File: src/rtl/fifo_pkg.sv
// Shared helpers for the parametrised FIFO: count width and parameter legality.
package fifo_pkg;

  function automatic int cnt_w(int depth);
    return $clog2(depth) + 1;
  endfunction

  function automatic bit params_ok(int width, int depth, int af_level, int ae_level);
    return (width >= 1) && (depth >= 2) && ((depth & (depth - 1)) == 0) &&
           (ae_level < af_level) && (af_level <= depth);
  endfunction

endpackage

File: src/rtl/fifo_ram.sv
// FIFO storage: synchronous write port, asynchronous read port, contents never reset.
module fifo_ram #(
  parameter int unsigned WIDTH = 8,
  parameter int unsigned DEPTH = 16
) (
  input  logic                     clk,
  input  logic                     we_i,
  input  logic [$clog2(DEPTH)-1:0] waddr_i,
  input  logic [WIDTH-1:0]         wdata_i,
  input  logic [$clog2(DEPTH)-1:0] raddr_i,
  output logic [WIDTH-1:0]         rdata_o
);

  logic [WIDTH-1:0] mem_q [DEPTH];

  always_ff @(posedge clk) begin
    if (we_i) begin
      mem_q[waddr_i] <= wdata_i;
    end
  end

  assign rdata_o = mem_q[raddr_i];

endmodule

File: src/rtl/sync_fifo_param.sv
// Single-clock FIFO with occupancy count, threshold flags, error pulses and optional FWFT read.
module sync_fifo_param
  import fifo_pkg::*;
#(
  parameter int unsigned WIDTH    = 8,
  parameter int unsigned DEPTH    = 16,
  parameter int unsigned AF_LEVEL = DEPTH - 2,
  parameter int unsigned AE_LEVEL = 2,
  parameter int unsigned FWFT     = 0
) (
  input  logic                      clk,
  input  logic                      rst,
  input  logic                      wr_i,
  input  logic [WIDTH-1:0]          din_i,
  input  logic                      rd_i,
  output logic [WIDTH-1:0]          dout_o,
  output logic                      rd_valid_o,
  output logic                      full_o,
  output logic                      empty_o,
  output logic                      almost_full_o,
  output logic                      almost_empty_o,
  output logic [cnt_w(DEPTH)-1:0]   count_o,
  output logic                      overflow_o,
  output logic                      underflow_o
);

  localparam int unsigned PtrW = $clog2(DEPTH);
  localparam int unsigned CntW = cnt_w(DEPTH);

  localparam logic [CntW-1:0] DepthC = CntW'(DEPTH);
  localparam logic [CntW-1:0] AfC    = CntW'(AF_LEVEL);
  localparam logic [CntW-1:0] AeC    = CntW'(AE_LEVEL);

  if (!params_ok(WIDTH, DEPTH, AF_LEVEL, AE_LEVEL)) begin : g_param_err
    $fatal(1, "sync_fifo_param: illegal WIDTH/DEPTH/AF_LEVEL/AE_LEVEL combination");
  end

  logic [PtrW-1:0]  wptr_q, wptr_d;
  logic [PtrW-1:0]  rptr_q, rptr_d;
  logic [CntW-1:0]  count_q, count_d;
  logic             overflow_q, underflow_q;
  logic             empty, full;
  logic             rd_acc, wr_acc;
  logic [WIDTH-1:0] ram_rdata;

  assign empty  = (count_q == '0);
  assign full   = (count_q == DepthC);
  assign rd_acc = rd_i && !empty;
  // A full FIFO still takes a write when the same edge frees a slot.
  assign wr_acc = wr_i && (!full || rd_acc);

  always_comb begin
    wptr_d  = wptr_q;
    rptr_d  = rptr_q;
    count_d = count_q;
    if (wr_acc) wptr_d = wptr_q + PtrW'(1);
    if (rd_acc) rptr_d = rptr_q + PtrW'(1);
    unique case ({wr_acc, rd_acc})
      2'b10:   count_d = count_q + CntW'(1);
      2'b01:   count_d = count_q - CntW'(1);
      default: count_d = count_q;
    endcase
  end

  always_ff @(posedge clk) begin
    if (rst) begin
      wptr_q      <= '0;
      rptr_q      <= '0;
      count_q     <= '0;
      overflow_q  <= 1'b0;
      underflow_q <= 1'b0;
    end else begin
      wptr_q      <= wptr_d;
      rptr_q      <= rptr_d;
      count_q     <= count_d;
      overflow_q  <= wr_i && !wr_acc;
      underflow_q <= rd_i && empty;
    end
  end

  fifo_ram #(
    .WIDTH (WIDTH),
    .DEPTH (DEPTH)
  ) u_ram (
    .clk     (clk),
    .we_i    (wr_acc && !rst),
    .waddr_i (wptr_q),
    .wdata_i (din_i),
    .raddr_i (rptr_q),
    .rdata_o (ram_rdata)
  );

  if (FWFT != 0) begin : g_fwft
    assign dout_o     = ram_rdata;
    assign rd_valid_o = !empty;
  end else begin : g_std
    logic [WIDTH-1:0] dout_q;
    logic             rd_valid_q;

    always_ff @(posedge clk) begin
      if (rst) begin
        dout_q     <= '0;
        rd_valid_q <= 1'b0;
      end else begin
        rd_valid_q <= rd_acc;
        if (rd_acc) dout_q <= ram_rdata;
      end
    end

    assign dout_o     = dout_q;
    assign rd_valid_o = rd_valid_q;
  end

  assign full_o         = full;
  assign empty_o        = empty;
  assign almost_full_o  = (count_q >= AfC);
  assign almost_empty_o = (count_q <= AeC);
  assign count_o        = count_q;
  assign overflow_o     = overflow_q;
  assign underflow_o    = underflow_q;

endmodule

File: config.mk
export PLATFORM = sky130hd
export DESIGN_NAME = sync_fifo_param
export DESIGN_NICKNAME = d
export VERILOG_FILES = /design/src/rtl/fifo_pkg.sv /design/src/rtl/fifo_ram.sv /design/src/rtl/sync_fifo_param.sv
export SDC_FILE = /design/constraint.sdc
export NUM_CORES = 1
export LEC_CHECK = 0
export CAP_MARGIN = 20
export CORE_UTILIZATION = 40
export CTS_BUF_LIST = sky130_fd_sc_hd__clkbuf_4 sky130_fd_sc_hd__clkbuf_8
export DETAILED_ROUTE_END_ITERATION = 8
export GPL_ROUTABILITY_DRIVEN = 0
export SYNTH_ARGS = -nofsm -noshare
export SYNTH_HDL_FRONTEND = slang
export SYNTH_SLANG_ARGS = --single-unit
File: constraint.sdc
create_clock -name clk -period 3 [get_ports clk]
set_input_delay 0.45 -clock clk [delete_from_list [all_inputs] [get_ports clk]]
set_output_delay 0.45 -clock clk [all_outputs]
set_load 0.01 [all_outputs]
==> impl_metrics.tcl <==
set metrics [dict create \
    htree_levels 4 \
    power_mw 5.50 \
    power.share.sequential_pct 45.4 \
    hpwl_um 8230 \
    cts_tree "built" \
    powerDensity_nw_per_um2 754 \
    drc_errors 0 \
    synth_top_area_share_pct 61.9 \
    cts_sinks 152 \
    yosysTopAreaCell "edfxtp_1" \
    nFillCells 1271 \
    p_comb_share_pct 24.2 \
    syn_area_per_cell_um2 16.1 \
    clock_latency_ns 0.44 \
    dpl-instance-area_um2 6850 \
    synth_compound_area_share_pct 5.28 \
    vias 3408 \
    die-area_um2 16000 \
    hold_viol_final 0 \
    cts_inserted_buffers 17 \
    drive_gt1_share_pct 19.1 \
    seqCellArea_um2 4330 \
    rsz0062_at_grt "false" \
    post_cts_resized 0 \
    min_path_type "register to register" \
    synth_fp_nets 406 \
    max-vdd-ir-drop_mv 0.393 \
    grt_overflow 0 \
    synth_seq_cells 152 \
    slowest_stage "or4_4" \
    avgRoutedWirePerCell_um 19.3 \
    synth-xor-area-share_pct 0.847 \
    slew-limit-headroom_pct 48.7 \
    drt_first_pass_iters 5 \
    critical_path_required_ns 2.55 \
    grt_pass1_wl_um 19100 \
    critPathLaunchType "register" \
    start_util_pct 41.0 \
    yosysSeqAreaShare_pct 69.7 \
    ys.flop_type "edfxtp_1" \
    final_util_pct 48.2 \
    max_cap_violations 0 \
    coreArea_um2 15100 \
    synth_edf_count 128 \
    clockRootBuffer "clkbuf_8" \
    p_leak_nw 2.36 \
    netlist_instances 385 \
    p_int_mw 4.03 \
    grt_max_degree 28 \
    syn_to_final_growth_pct 17.6 \
    clk_pin_slew_ns 0.07 \
    antenna_found_initial 0 \
    synthMuxAreaShare_pct 12.4 \
    finalSetupViolations 0 \
    fin_crit_sh_pct 89.9 \
    clock_path_buffers 2 \
    ios 32 \
    fmax_ghz 0.371 \
    skew_ns 0.00826 \
    hold_buffers 0 \
    syn_area_um2 6210 \
    p_clk_share_pct 30.4 \
    final_area_um2 7300 \
    yosys-top-cells-area "edfxtp_1 (62%), dfxtp_1 (7.7%), mux2i_1 (5.8%), mux4_2 (5.8%), nor2_1 (2.2%)" \
    crit_chain "or4_4, buf_4, nor2_8, clkdlybuf4s50_1" \
    dp.cells 611 \
    grt_pass1_vias 3419 \
    crit_type "register to output port" \
    wl_um 12400 \
    async_flop_share_pct 0 \
    die-height_um 127 \
    ant_nets 0 \
    synthAdderAreaFrac_pct 1.94 \
    setup-tns-final_ns 0 \
    arrival_ns 2.25 \
    num_rows 45 \
    endpoint_kind "output port" \
    worst_slew_pin_slew_ns 0.767 \
    final_cell_mix "edfxtp_1 (128), nor2_1 (36), mux2i_1 (36)" \
    post_cts_buffers 0 \
    layout_commonest_cell "edfxtp_1" \
    switching_power_mw 1.48 \
    grt_use_total_pct 16.6 \
    via_per_inst 5.30 \
    drt_iter0_drc 225 \
    ys_warn_count 0 \
    yosysUniqueCellTypes 48 \
    status "finished clean" \
    cp_max_fo 11 \
    period_needed_ns 2.70 \
    final-max-slew-violation-count 0 \
    final_cells 643 \
    final_nets 463 \
    io_buffers 31 \
    antenna_cells 0 \
    die_x_um 127 \
    synth_top_family_by_area "multiplexers" \
    multiInputGateArea_um2 1730 \
    slowest_delay_ns 0.57 \
    sw_frac_of_total_pct 26.8 \
    yosys.area_share.simple_pct 7.48 \
]
## cell families (layout without fill, tap and decap cells)
family,Yosys count,after routing
DFF,152,152
and+or+nand+nor,91,91
muxes,56,56
AOI/OAI and AO/OA,43,43
buffers and inverters,28,98
adders and majority gates,9,9
xor gates and xnor gates,6,6
## state kept, by name, indices dropped and copies added (netlist names)
name and count:
dout_o 8, wptr_q 4, rd_valid_o 1, u_ram.mem_q 128
count_o 5, overflow_o 1, rptr_q 4, underflow_o 1
## metal layers
metal,wire length [um],global-route usage (%),vias up
li1,-,-,1606
met1,5770,22.1,1691
met2,5930,26.6,99
met3,607,3.80,12
met4,121,6.59,0
met5,0,0,-
## final timing paths
| kind | startpoint | end | slack (ns) | depth (start not counted) |
|---|---|---|---|---|
| max | count_o[0] | empty_o | 0.30 | 4 |
| max reg2reg | count_o[0] | count_o[4] | 0.41 | 9 |
| min reg2reg | dout_o[5] | dout_o[5] | 0.49 | 2 |
| min | dout_o[5] | dout_o[5] | 0.49 | 2 |
## power by group through the flow
stage | combinational [mW] | sequential [mW] | clock [mW]
3_3_place_gp | 1.34 | 2.54 | 0
5_1_grt | 1.45 | 2.51 | 1.78
6_report | 1.33 | 2.50 | 1.67
4_1_cts | 1.34 | 2.50 | 1.71
2_1_floorplan | 0.813 | 2.57 | 0
3_5_place_dp | 1.34 | 2.55 | 0
## layout make-up
type	count	area share, %
multi-input combinational	205	23.8
tap	188	3.22
clock inverter	6	1.54
clock buffer	26	4.56
inverter	7	0.360
sequential	152	59.3
timing repair buffer	59	7.30
## Yosys cell counts (2+ instances only)
cell type and number:
nand2_1 9, nor2_1 36, a21oi_1 3, nor3_1 13, edfxtp_1 128, xor2_1 4
ha_1 8, buf_1 5, or3_1 2, nand3_1 3, a31oi_1 2, nor4_1 8
o22ai_1 16, mux2_1 2, o21ai_2 2, xnor2_1 2, nand2b_1 9, dfxtp_1 24
mux4_2 16, buf_2 7, buf_6 4, clkbuf_1 4, a22o_1 7, and3_1 2
nor2b_1 3, mux2i_1 36, inv_1 7, o211ai_1 3
## critical path: cells and delay by family, from the launching register on
family | cells | cell delay (ns)
buffers and inverters | 2 | 0.76
DFF | 1 | 0.38
and+or+nand+nor | 2 | 0.68
## through the flow
stage,hold WS (ns),setup slack [ns]
CTS,0.496,0.257
global route,0.515,0.186
finish,0.493,0.302
floorplan,0.509,0.267
detailed placement,0.481,0.344
global placement,0.481,0.362
(Power assumes the default switching activity.)
